`config.mk`:
```
export PLATFORM = sky130hd
export DESIGN_NAME = rip_axi_read_arbiter
export DESIGN_NICKNAME = d
export VERILOG_FILES = /design/src/rtl/rip_axi_read_arbiter_pkg.sv /design/src/rtl/rip_axi_read_arbiter_rr.sv /design/src/rtl/rip_axi_read_arbiter.sv
export SDC_FILE = /design/constraint.sdc
export NUM_CORES = 1
export LEC_CHECK = 0
export BUFFER_PORTS_ARGS = -buffer_cell sky130_fd_sc_hd__buf_2
export CORE_ASPECT_RATIO = 0.6
export CORE_MARGIN = 2
export CORE_UTILIZATION = 40
export DETAILED_ROUTE_END_ITERATION = 16
export GPL_TIMING_DRIVEN = 0
export PLACE_DENSITY = 0.81
export SLEW_MARGIN = 20
export SYNTH_ARGS = -nofsm -noshare
export SYNTH_HDL_FRONTEND = slang
export SYNTH_SLANG_ARGS = --single-unit
```
`constraint.sdc`:
```
create_clock -name clk -period 1.66 [get_ports clk]
set_input_delay 0.166 -clock clk [delete_from_list [all_inputs] [get_ports clk]]
set_output_delay 0.166 -clock clk [all_outputs]
set_load 0.005 [all_outputs]
```
`src/rtl/rip_axi_read_arbiter_pkg.sv`:
```
// ----------------------------------------------------------------------------
// rip_axi_read_arbiter_pkg
// Shared AXI constants for the read arbiter slice: burst and response
// encodings plus the requester count. No ports; imported by the arbiter files.
// ----------------------------------------------------------------------------
package rip_axi_read_arbiter_pkg;

   typedef enum logic [1:0] {
      AXI_BURST_FIXED = 2'b00,
      AXI_BURST_INCR  = 2'b01,
      AXI_BURST_WRAP  = 2'b10,
      AXI_BURST_RSVD  = 2'b11
   } axi_burst_t;

   typedef enum logic [1:0] {
      AXI_RESP_OKAY   = 2'b00,
      AXI_RESP_EXOKAY = 2'b01,
      AXI_RESP_SLVERR = 2'b10,
      AXI_RESP_DECERR = 2'b11
   } axi_resp_t;

   localparam int NUM_REQ = 2;

endpackage

```
`src/rtl/rip_axi_read_arbiter_rr.sv`:
```
// ----------------------------------------------------------------------------
// rip_rr_arbiter2
// Two-way round-robin arbiter with a last-grant register.
//   clk, rst    : clock, synchronous active-high reset
//   i_req[1:0]  : request vector (index 0 = instruction fetch, 1 = data)
//   i_en        : commit the current grant into the last-grant register
//   o_valid     : at least one request present
//   o_grant     : index of the winning requester (valid when o_valid)
// ----------------------------------------------------------------------------
module rip_rr_arbiter2 (
   input  logic       clk,
   input  logic       rst,
   input  logic [1:0] i_req,
   input  logic       i_en,
   output logic       o_valid,
   output logic       o_grant
);

   // Resets to 1 so requester 0 wins the first tie after reset.
   logic r_last_grant;

   always_comb begin
      o_valid = |i_req;
      if (i_req == 2'b11) begin
         o_grant = ~r_last_grant;
      end else begin
         // Single (or no) requester: req0 alone -> 0, otherwise 1.
         o_grant = ~i_req[0];
      end
   end

   always_ff @(posedge clk) begin
      if (rst) begin
         r_last_grant <= 1'b1;
      end else if (i_en && o_valid) begin
         r_last_grant <= o_grant;
      end
   end

endmodule

```
`src/rtl/rip_axi_read_arbiter.sv`:
```
// ----------------------------------------------------------------------------
// rip_axi_read_arbiter
// Arbitrates two AXI read requesters (0 = instruction fetch, 1 = data) onto
// one AXI read master with a single transaction outstanding at a time.
//   clk, rst                      : clock, synchronous active-high reset
//   s_arvalid/s_arready[1:0]      : per-requester AR handshake
//   s_araddr/s_arlen/s_arburst    : per-requester AR fields, packed [1]..[0]
//   s_rvalid[1:0]/s_rready[1:0]   : per-requester R handshake
//   s_rdata/s_rresp/s_rlast       : shared R payload (pass-through)
//   m_ar*                         : AR channel toward the memory side
//   m_r*                          : R channel from the memory side
//   o_dbg_state                   : FSM state (0 IDLE, 1 ADDR, 2 DATA)
// Handshake rule: a transfer happens on a rising edge where valid and ready
// are both high; valid, once raised, holds its payload until that edge.
// ----------------------------------------------------------------------------
module rip_axi_read_arbiter
   import rip_axi_read_arbiter_pkg::*;
#(
   parameter int ADDR_WIDTH = 32,
   parameter int DATA_WIDTH = 32,
   parameter int ID_WIDTH   = 4
) (
   input  logic                    clk,
   input  logic                    rst,
   input  logic [1:0]              s_arvalid,
   output logic [1:0]              s_arready,
   input  logic [2*ADDR_WIDTH-1:0] s_araddr,
   input  logic [15:0]             s_arlen,
   input  logic [3:0]              s_arburst,
   output logic [1:0]              s_rvalid,
   input  logic [1:0]              s_rready,
   output logic [DATA_WIDTH-1:0]   s_rdata,
   output axi_resp_t               s_rresp,
   output logic                    s_rlast,
   output logic                    m_arvalid,
   input  logic                    m_arready,
   output logic [ADDR_WIDTH-1:0]   m_araddr,
   output logic [7:0]              m_arlen,
   output axi_burst_t              m_arburst,
   output logic [ID_WIDTH-1:0]     m_arid,
   input  logic                    m_rvalid,
   output logic                    m_rready,
   input  logic [DATA_WIDTH-1:0]   m_rdata,
   input  axi_resp_t               m_rresp,
   input  logic                    m_rlast,
   input  logic [ID_WIDTH-1:0]     m_rid,
   output logic [1:0]              o_dbg_state
);

   typedef enum logic [1:0] {
      ST_IDLE = 2'd0,
      ST_ADDR = 2'd1,
      ST_DATA = 2'd2
   } state_t;

   state_t                r_state;
   state_t                w_next;
   logic                  r_grant;
   logic [ADDR_WIDTH-1:0] r_araddr;
   logic [7:0]            r_arlen;
   axi_burst_t            r_arburst;

   logic                  w_arb_valid;
   logic                  w_arb_grant;
   logic                  w_arb_en;
   logic                  w_take;

   // Arbitration only advances when a new transaction is accepted.
   assign w_arb_en = (r_state == ST_IDLE);
   assign w_take   = w_arb_en && w_arb_valid;

   rip_rr_arbiter2 u_rr (
      .clk     (clk),
      .rst     (rst),
      .i_req   (s_arvalid),
      .i_en    (w_arb_en),
      .o_valid (w_arb_valid),
      .o_grant (w_arb_grant)
   );

   always_ff @(posedge clk) begin
      if (rst) begin
         r_state   <= ST_IDLE;
         r_grant   <= 1'b0;
         r_araddr  <= '0;
         r_arlen   <= '0;
         r_arburst <= AXI_BURST_FIXED;
      end else begin
         r_state <= w_next;
         if (w_take) begin
            r_grant   <= w_arb_grant;
            r_araddr  <= w_arb_grant ? s_araddr[2*ADDR_WIDTH-1:ADDR_WIDTH]
                                     : s_araddr[ADDR_WIDTH-1:0];
            r_arlen   <= w_arb_grant ? s_arlen[15:8] : s_arlen[7:0];
            r_arburst <= axi_burst_t'(w_arb_grant ? s_arburst[3:2]
                                                  : s_arburst[1:0]);
         end
      end
   end

   always_comb begin
      w_next    = r_state;
      m_arvalid = 1'b0;
      s_arready = 2'b00;
      m_rready  = 1'b0;
      s_rvalid  = 2'b00;
      case (r_state)
         ST_IDLE: begin
            if (w_arb_valid) begin
               w_next = ST_ADDR;
            end
         end
         ST_ADDR: begin
            m_arvalid = 1'b1;
            // The requester only sees its AR accepted when the master does.
            if (m_arready) begin
               s_arready[r_grant] = 1'b1;
               w_next             = ST_DATA;
            end
         end
         ST_DATA: begin
            s_rvalid[r_grant] = m_rvalid;
            m_rready          = s_rready[r_grant];
            if (m_rvalid && s_rready[r_grant] && m_rlast) begin
               w_next = ST_IDLE;
            end
         end
         default: begin
            w_next = ST_IDLE;
         end
      endcase
   end

   assign m_araddr    = r_araddr;
   assign m_arlen     = r_arlen;
   assign m_arburst   = r_arburst;
   assign m_arid      = ID_WIDTH'(r_grant);
   assign o_dbg_state = r_state;

   // R payload is a straight pass-through; a beat carrying a foreign ID is
   // still delivered but flagged as a slave error.
   assign s_rdata = m_rdata;
   assign s_rlast = m_rlast;
   assign s_rresp = (m_rid == m_arid) ? m_rresp : AXI_RESP_SLVERR;

endmodule
```
After elaboration in Yosys (flattened, before gate mapping)
Cells that the tools add are included.
Widths: inputs -> output; s select.
{"block": "op_classes", "order_cmp": 2, "eq_ne": 7, "mux": 18, "bitwise_logic": 3, "reduce_logical": 7}
{"op": "$mux 32", "count": 1}
{"op": "$mux 2", "count": 8}
{"op": "$mux 8", "count": 1}
{"op": "$mux 1", "count": 6}
{"op": "$ne 2x2->1 const B", "count": 3}
{"op": "$pmux 2 s3", "count": 1}
{"op": "$eq 2x2->1 const B", "count": 2}
{"op": "$eq 4x1->1", "count": 1}
{"op": "$logic_and 1x1->1", "count": 4}
{"op": "$reduce_and 3->1", "count": 1}
{"op": "$and 2x2->2", "count": 1}
{"op": "$eq 2x1->1 const B", "count": 1}
{"op": "$logic_not 2->1", "count": 1}
{"op": "$lt 1x2->1 const B", "count": 1}
{"op": "$not 1->1", "count": 2}
{"op": "$reduce_or 2->1", "count": 1}
{"op": "$demux 1 s1", "count": 1}
{"op": "$ge 1x1->1 const B", "count": 1}
{"block": "totals", "reg_bits": 46, "in_bits": 131, "output_inout_bits": 89, "word_cells": 43}

Depth between registers and ports, before layout
Gate-level depths: netlist of the first run.
{"block": "depth", "ltp_word": 6, "mapped_depth": 7, "mapped_depth_nobuf": 3}

Modules after synthesis
A second synthesis of the first run with hierarchy kept.
{"block": "unflattened", "hier_cells": 260, "area_unflattened_um2": 2516.2}
{"mod": "rip_axi_read_arbiter", "n_inst": 1, "cells_per_inst": 253, "area_per_inst_um2": 2458.6, "seq_area_each_um2": 900.9}
{"mod": "rip_rr_arbiter2", "n_inst": 1, "cells_per_inst": 7, "area_per_inst_um2": 57.6, "seq_area_each_um2": 20.0}

Least setup slack after synthesis of the first run
Ideal clock, no wire load.
{"block": "synth_timing", "path_type": "register to register", "start": "register u_rr.r_last_grant", "end": "register r_araddr[31], in the netlist m_araddr[31]", "setup_time_ns": 0.089, "t_arrival_ns": 1.253, "slack_ns": 0.318, "stages_incl_launch_ff": 6, "path_buffers": 2, "path_cell_list": "dfxtp_1 nand2b_1 clkbuf_1 clkbuf_1 nand3_1 a311oi_2"}
{"block": "synth_between", "elab_chain_cells": 3}
{"element": "start, declared", "line_no": "rip_axi_read_arbiter_rr.sv:20", "source": "logic r_last_grant;"}
{"element": "start signal, assigned", "line_no": "rip_axi_read_arbiter_rr.sv:36", "source": "r_last_grant <= o_grant;"}
{"element": "$not 1->1", "line_no": "rip_axi_read_arbiter_rr.sv:25", "source": "o_grant = ~r_last_grant;"}
{"element": "$mux 1", "line_no": "rip_axi_read_arbiter_rr.sv:24", "source": "if (i_req == 2'b11) begin"}
{"element": "$mux 32", "line_no": "rip_axi_read_arbiter.sv:92", "source": "r_araddr <= w_arb_grant ? s_araddr[2*ADDR_WIDTH-1:ADDR_WIDTH]"}
{"element": "end signal, assigned", "line_no": "rip_axi_read_arbiter.sv:92"}
{"element": "end, declared", "line_no": "rip_axi_read_arbiter.sv:59", "source": "logic [ADDR_WIDTH-1:0] r_araddr;"}
No other way between the ends.
A chain may end at the register's enable or synchronous reset.

Worst setup path in the final report of the first run
{"block": "layout_timing", "start": "register u_rr.r_last_grant", "end": "register r_araddr[12], in the netlist m_araddr[12]"}
Same word-level chain as after synthesis.

==> qor.log, run 1 <==
[status] run status complete, no violations
[drt] DR top layer met4
[power] clock power share 28.2%
[critical_path] kind of critical path register to register
[floorplanning] full die area 7773 um^2
[critical_path] slowest stage delay, CP 370 ps
[clock_tree] post-CTS setup buffers 0
[floorplanning] I/O pin total 220
[yosys] synth unique cells 25
[clock_tree] clock root buffer sky130_fd_sc_hd__clkbuf_16
[sta] actual slew at the worst max-slew pin 800.2 ps
[yosys] Most used DFF post-synth sky130_fd_sc_hd__dfxtp_1
[global_route] total routing resource utilization after global routing 23.12%
[flow_run] MaxCap Viol Count 0
[finish] layout-stage area growth over the synthesis result 41.32%
[drt] met3 routed WL 944 um
[floorplanning] die boundary height 69.10 um
[critical_path] required arrival time at the worst endpoint 1850 ps
[clock_tree] H-tree depth 2
[critical_path] top fanout value on the critical path 10
[sta] final hold viol count 0
[yosys] proportion of synthesized chip area in sequential cells 32.60%
[critical_path] Bufs and invs on worst path 1
[drt] routed length per instance 15.63 um
[power] internal power consumption 0.002337 W
[drt] drt total wl 9345 um
[global_route] first-pass GRT wire length 14830 um
[critical_path] CP startpoint kind register
[floorplanning] area of the core 6763 um^2
[power] maximum VDD drop 438.2 uV
[power] pwr dens 849.3 nW/um^2
[floorplanning] row count 23
[global_route] number of global-route vias before repair 3020
[yosys] netlist area before placement 2825 um^2
[clock_tree] worst-skew pair later-pin latency 280 ps
[sta] worst clock skew 4.136 ps
[floorplanning] initial core utilization 41.78%
[finish] Final Non-Filler Cells 598
[finish] antenna diode instance count 0
[global_route] largest net degree at the start of global routing 13
[power] Gate power share 32.8%
[critical_path] worst endpoint data arrival time 1750 ps
[critical_path] Crit Reg-Reg Startpoint u_rr.r_last_grant
[sta] final critical delay including setup and external delays 1559 ps
[drt] DRC violation count after routing 0
[clock_tree] clock buffers created by TritonCTS 5
[yosys] post-synth top area cell sky130_fd_sc_hd__dfxtp_1
[global_route] number of antenna violations at the first check in global routing 0
[sta] Slew Limit Fails 0
[clock_tree] number of buffers between clock root and the deepest sink 2
[yosys] Cells after Synth 322
[drt] Post-DRT Antenna Nets 0
[critical_path] cell-by-cell trace of the critical path nor2b_2, clkbuf_1, o21ai_0, a311oi_2
[sta] achievable frequency 641.4 MHz
[critical_path] cell class contributing the biggest share of worst-path delay compound AO/OA/AOI/OAI gates
[clock_tree] CTS tree done
[drt] met2 wire length 4404 um
[floorplanning] die extent in x 112.5 um
[worst_hold_path] Worst Hold Launch m_arready
[clock_tree] count of clock tree sinks 46
[clock_tree] clock transition at the registers of the reported paths 60 ps
[critical_path] standard cell with the maximum stage delay on the critical path sky130_fd_sc_hd__clkbuf_1
[worst_hold_path] class of the most critical hold timing path input pin to register
[yosys] warnings from Yosys 0
[critical_path] launch point of the critical path u_rr.r_last_grant
[sta] RSZ-0062 raised after global routing no
[sta] crit share post-route 93.92%
[drt] first-iteration detailed-routing DRC count 167
[sta] final-layout setup total negative slack 0 ps
[placement] detailed placement HPWL 7167 um
[yosys] cell types with the largest area share after synthesis sky130_fd_sc_hd__dfxtp_1 (33%), sky130_fd_sc_hd__a311oi_2 (21%), sky130_fd_sc_hd__buf_4 (9.8%), sky130_fd_sc_hd__a21oi_1 (8.1%), sky130_fd_sc_hd__o21ai_0 (7.6%)
[finish] most common library cell in the layout ignoring fill and taps sky130_fd_sc_hd__buf_2
[finish] fraction of layout instances using a drive strength above 1 55.38%
[yosys] number of enable-type register cells in the synthesized netlist 0
[sta] headroom to the max-slew limit 46.65%
[power] relative contribution of sequential cells to total power 39.1%
[critical_path] kind of end point of the critical path register
[yosys] fraction of synthesis flops using an asynchronous set or reset pin 0%
[drt] wire length on met1 3896 um
[power] Leakage Power 1.862 nW
[placement] number of cells after detailed placement 593
[drt] TritonRoute pass-1 iters 6
[global_route] Overflow after GRT 0
[sta] final-report setup violation count 0
[yosys] Syn Area/Cell 8.774 um^2
[finish] commonest cells after routing, fill and taps aside sky130_fd_sc_hd__buf_2 (183), sky130_fd_sc_hd__a21oi_1 (46), sky130_fd_sc_hd__dfxtp_1 (46)
[power] Switching Power 0.001054 W
[finish] Fill cells 606
[yosys] area share of the leading cell type in the synthesized netlist 32.60%
[finish] number of nets in the layout 642
[placement] # port buffers 182
[placement] Routability Congestion 0.8197
[yosys] number of storage elements in the synthesis netlist 46
[drt] vias after detailed routing 3245
[drt] vias per std cell 5.426
[power] net switching fraction of the power 31.09%
==> tightest hold or removal path, delay by kind of cell <==
kind / cells / cell delay [ps]
compound gates: 1 / 60
simple gates: 1 / 70
buf+inv: 1 / 110
==> area by class of cell <==
| type | instances | area, um^2 | area share [%] |
|---|---|---|---|
| Multi-Input combinational cell | 201 | 1433 | 35.88 |
| Clock buffer | 7 | 132.6 | 3.322 |
| Inverter | 1 | 3.754 | 0.09401 |
| Timing Repair Buffer | 182 | 910.9 | 22.81 |
| Buffer | 74 | 483.0 | 12.10 |
| Tap cell | 87 | 108.9 | 2.726 |
| Sequential cell | 46 | 920.9 | 23.06 |
==> metal layers <==
layer	global-route usage, %	vias to the layer above
met5	0	-
met2	38.02	199
met3	4.925	13
met4	3.659	0
li1	-	1537
met1	31.91	1496
==> per-stage QoR <==
step                      util [%]  instance area [um^2]  setup WS (ps)  power [W]  hold slack (ps)
final                        59.04                  3993          101.0   0.003391            178.6
after global routing         59.04                  3993          9.954   0.003572            193.2
after CTS                    59.02                  3991          18.95   0.003406            170.0
after detailed placement     56.97                  3852         -43.50   0.002455            465.4
after global placement       56.97                  3852          13.72   0.002418            448.7
after floorplan                  -                  2833          318.3   0.002016            325.7
==> cells by family after synthesis <==
logic type | Yosys count | synth area share (%)
buf+inv | 77 | 17.05
simple gates | 64 | 11.65
compound gates | 132 | 37.91
xor+xnor | 1 | 0.3101
other cells | 1 | 0.1327
flops | 46 | 32.60
mux | 1 | 0.3543
==> timing repair <==
item,4_1_cts,5_1_grt
pin swaps,0,0
hold buffers,0,0
endpoints found under the setup margin,29,40
resized for setup,7,7
==> registers in the layout (all words and copies together) (netlist names) <==
name / count
r_grant: 1
m_arlen: 8
m_araddr: 32
o_dbg_state: 2
m_arburst: 2
u_rr.r_last_grant: 1
==> synth_stat cells (3+ instances only) <==
cell	instances
sky130_fd_sc_hd__a21oi_1	46
sky130_fd_sc_hd__dfxtp_1	46
sky130_fd_sc_hd__o21ai_0	43
sky130_fd_sc_hd__nand3_1	42
sky130_fd_sc_hd__a311oi_2	40
sky130_fd_sc_hd__buf_4	37
sky130_fd_sc_hd__clkbuf_1	30
sky130_fd_sc_hd__buf_6	7
sky130_fd_sc_hd__nand2_1	4
sky130_fd_sc_hd__nor2b_1	4
sky130_fd_sc_hd__and3_1	3
sky130_fd_sc_hd__nand2b_1	3
sky130_fd_sc_hd__nor2_1	3
==> final timing paths <==
check	to	slack (ps)	cells past startpoint
max	m_araddr[12]	100	4
min	o_dbg_state[1]	180	3
max reg2reg	m_araddr[12]	100	4
min reg2reg	m_arlen[4]	530	2
==> power by group through the flow <==
| stage | clock network (W) | registers, W | logic [W] |
|---|---|---|---|
| 2_1_floorplan | 0 | 0.00135 | 0.000665 |
| 3_3_place_gp | 0 | 0.00134 | 0.00108 |
| 3_5_place_dp | 0 | 0.00134 | 0.00111 |
| 4_1_cts | 0.000970 | 0.00132 | 0.00111 |
| 5_1_grt | 0.00102 | 0.00134 | 0.00122 |
| 6_report | 0.000956 | 0.00132 | 0.00111 |
Note: power is estimated with default switching activity, not from simulation.
==> run 2: changes to the inputs <==
==> constraint.sdc (replaced) <==
create_clock -name clk -period 1.66 [get_ports clk]
set_input_delay 0.249 -clock clk [delete_from_list [all_inputs] [get_ports clk]]
set_output_delay 0.249 -clock clk [all_outputs]
set_load 0.005 [all_outputs]
==> run 2 against run 1 <==
Net effect: largest cell class unchanged; die area stayed put; first-iteration DRC count unchanged; final cell count stayed put; non-clock buffer count unchanged; clock power about the same; core utilization barely moved; routed wire length stayed put; sequential share of layout area is essentially flat; clock skew did not move; largest power group unchanged; flip-flop and latch count stayed put; hold slack better by 83 ps.
==> qor.log, run 2 (synthesis results as in run 1) <==
[status] run status complete, no violations [unchanged]
[power] relative contribution of sequential cells to total power 39.1% [about the same]
[drt] Post-DRT Antenna Nets 0 [unchanged]
[flow_run] MaxCap Viol Count 0 [unchanged]
[placement] Post-DP Area 3852 um^2 [unchanged]
[floorplanning] die extent in x 112.5 um [unchanged]
[sta] RSZ-0062 raised after global routing no [unchanged]
[global_route] Overflow after GRT 0 [unchanged]
[critical_path] top fanout value on the critical path 8 [was 10]
[drt] TritonRoute pass-1 iters 6 [unchanged]
[clock_tree] count of clock tree sinks 46 [unchanged]
[drt] DRC violation count after routing 0 [unchanged]
[critical_path] required arrival time at the worst endpoint 1410 ps [was 1850 ps]
[sta] final critical delay including setup and external delays 1573 ps [was 1559 ps]
[power] Leakage Power 1.862 nW [about the same]
[critical_path] kind of critical path register to primary output [was register to register]
[floorplanning] full die area 7773 um^2 [unchanged]
[drt] routed length per instance 15.63 um [unchanged]
[critical_path] worst endpoint data arrival time 1320 ps [was 1750 ps]
[drt] first-iteration detailed-routing DRC count 167 [unchanged]
[drt] vias per std cell 5.426 [unchanged]
[sta] actual slew at the worst max-slew pin 800.2 ps [unchanged]
[critical_path] kind of end point of the critical path primary output [was register]
[finish] flip-flop count of the largest register after layout 32 [unchanged]
[global_route] largest net degree at the start of global routing 13 [unchanged]
[sta] achievable frequency 635.9 MHz [was 641.4 MHz]
[power] pwr dens 849.2 nW/um^2 [was 849.3 nW/um^2]
[sta] headroom to the max-slew limit 46.65% [unchanged]
[critical_path] slowest stage delay, CP 360 ps [was 370 ps]
[floorplanning] initial core utilization 41.78% [unchanged]
[clock_tree] post-CTS setup buffers 0 [unchanged]
[clock_tree] CTS hold repair buffers 0 [unchanged]
[sta] final-layout setup total negative slack 0 ps [unchanged]
[power] internal power consumption 0.002337 W [about the same]
[sta] final-report setup violation count 0 [unchanged]
[finish] antenna diode instance count 0 [unchanged]
[floorplanning] row count 23 [unchanged]
[floorplanning] die boundary height 69.10 um [unchanged]
[clock_tree] clock buffers created by TritonCTS 5 [unchanged]
[finish] commonest cells after routing, fill and taps aside sky130_fd_sc_hd__buf_2 (183), sky130_fd_sc_hd__a21oi_1 (46), sky130_fd_sc_hd__dfxtp_1 (45) [was sky130_fd_sc_hd__buf_2 (183), sky130_fd_sc_hd__a21oi_1 (46), sky130_fd_sc_hd__dfxtp_1 (46)]
[global_route] total routing resource utilization after global routing 23.12% [unchanged]
[worst_hold_path] class of the most critical hold timing path input pin to register [unchanged]
[floorplanning] I/O pin total 220 [unchanged]
[clock_tree] clock root buffer sky130_fd_sc_hd__clkbuf_16 [unchanged]
[power] Gate power share 32.7% [was 32.8%]
[power] net switching fraction of the power 31.09% [about the same]
[finish] layout-stage area growth over the synthesis result 41.36% [was 41.32%]
[drt] drt total wl 9345 um [unchanged]
[global_route] number of global-route vias before repair 3020 [unchanged]
[drt] vias after detailed routing 3245 [unchanged]
[placement] detailed placement HPWL 7167 um [unchanged]
[global_route] number of antenna violations at the first check in global routing 0 [unchanged]
[power] Switching Power 0.001054 W [unchanged]
[finish] fraction of layout instances using a drive strength above 1 55.58% [was 55.38%]
[critical_path] CP startpoint kind register [unchanged]
[clock_tree] post-cts sizing count 8 [was 7]
[sta] Slew Limit Fails 0 [unchanged]
[critical_path] cell-by-cell trace of the critical path xor2_1, nor4_1, and2_1, buf_2 [was nor2b_2, clkbuf_1, o21ai_0, a311oi_2]
[placement] # port buffers 182 [unchanged]
[placement] Routability Congestion 0.8197 [unchanged]
[power] clock power share 28.2% [about the same]
[floorplanning] area of the core 6763 um^2 [unchanged]
[global_route] first-pass GRT wire length 14830 um [unchanged]
[finish] final instance area 3994 um^2 [was 3993 um^2]
[power] maximum VDD drop 438.2 uV [unchanged]
[sta] crit share post-route 94.74% [was 93.92%]
[clock_tree] number of buffers between clock root and the deepest sink 2 [unchanged]
[finish] most common library cell in the layout ignoring fill and taps sky130_fd_sc_hd__buf_2 [unchanged]
[critical_path] standard cell with the maximum stage delay on the critical path sky130_fd_sc_hd__dfxtp_2 [was sky130_fd_sc_hd__clkbuf_1]
[sta] worst clock skew 4.136 ps [unchanged]
[clock_tree] H-tree depth 2 [unchanged]
[clock_tree] CTS tree done [unchanged]
[sta] final hold viol count 0 [unchanged]
[clock_tree] clock transition at the registers of the reported paths 60 ps [about the same]
[clock_tree] worst-skew pair later-pin latency 280 ps [about the same]
[finish] Fill cells 605 [was 606]
[finish] number of nets in the layout 642 [unchanged]
[run 2: cell counts in the layout (fill, tap and decap cells not counted)]
Identical to the previous run, type by type.
[run 2: layout make-up]
type	instances	area (um^2)	share of cell area, %
buffer	74	483.0	12.09
clock buffer	7	132.6	3.321
inverter	1	3.754	0.09398
multi-input combinational	201	1433	35.87
sequential	46	922.1	23.09
tap	87	108.9	2.726
timing repair buffer	182	910.9	22.81
[run 2: worst paths after layout]
| kind | from | end | slack, ps | depth (start not counted) |
|---|---|---|---|---|
| max | r_grant | s_rresp[0] | 90 | 4 |
| min | m_arready | o_dbg_state[1] | 260 | 3 |
| max reg2reg | u_rr.r_last_grant | m_araddr[12] | 100 | 4 |
| min reg2reg | m_arlen[4] | m_arlen[4] | 530 | 2 |
[run 2: routing by layer]
layer	vias up	track usage, %	routed length (um)
met5	-	0	0
met4	0	3.659	99
met3	13	4.925	944
met2	199	38.02	4404
met1	1496	31.91	3896
li1	1537	-	-
[run 2: through the flow]
step / worst slack [ps] / hold slack [ps] / utilization (%) / cells / power, W
floorplan: 267.7 / 408.7 / - / 324 / 0.002016
global placement: 13.72 / 501.5 / 56.97 / 593 / 0.002418
detailed placement: -80.24 / 521.6 / 56.97 / 593 / 0.002455
CTS: 18.95 / 253.0 / 59.04 / 599 / 0.003407
global route: 10.30 / 276.2 / 59.06 / 598 / 0.003572
finish: 87.39 / 261.6 / 59.06 / 598 / 0.003392
[run 2: power by group through the flow]
stage / registers (W) / logic [W] / clock network, W
6_report: 0.00133 / 0.00111 / 0.000956
5_1_grt: 0.00134 / 0.00122 / 0.00102
4_1_cts: 0.00132 / 0.00111 / 0.000970
3_5_place_dp: 0.00134 / 0.00111 / 0
3_3_place_gp: 0.00134 / 0.00108 / 0
2_1_floorplan: 0.00135 / 0.000665 / 0
[run 2: worst max-delay path, delay by kind of cell (launching register included)]
kind / cells / cell delay (ps)
DFF: 1 / 360
buffers and inverters: 1 / 100
and+or+nand+nor: 2 / 420
xor gates and xnor gates: 1 / 160
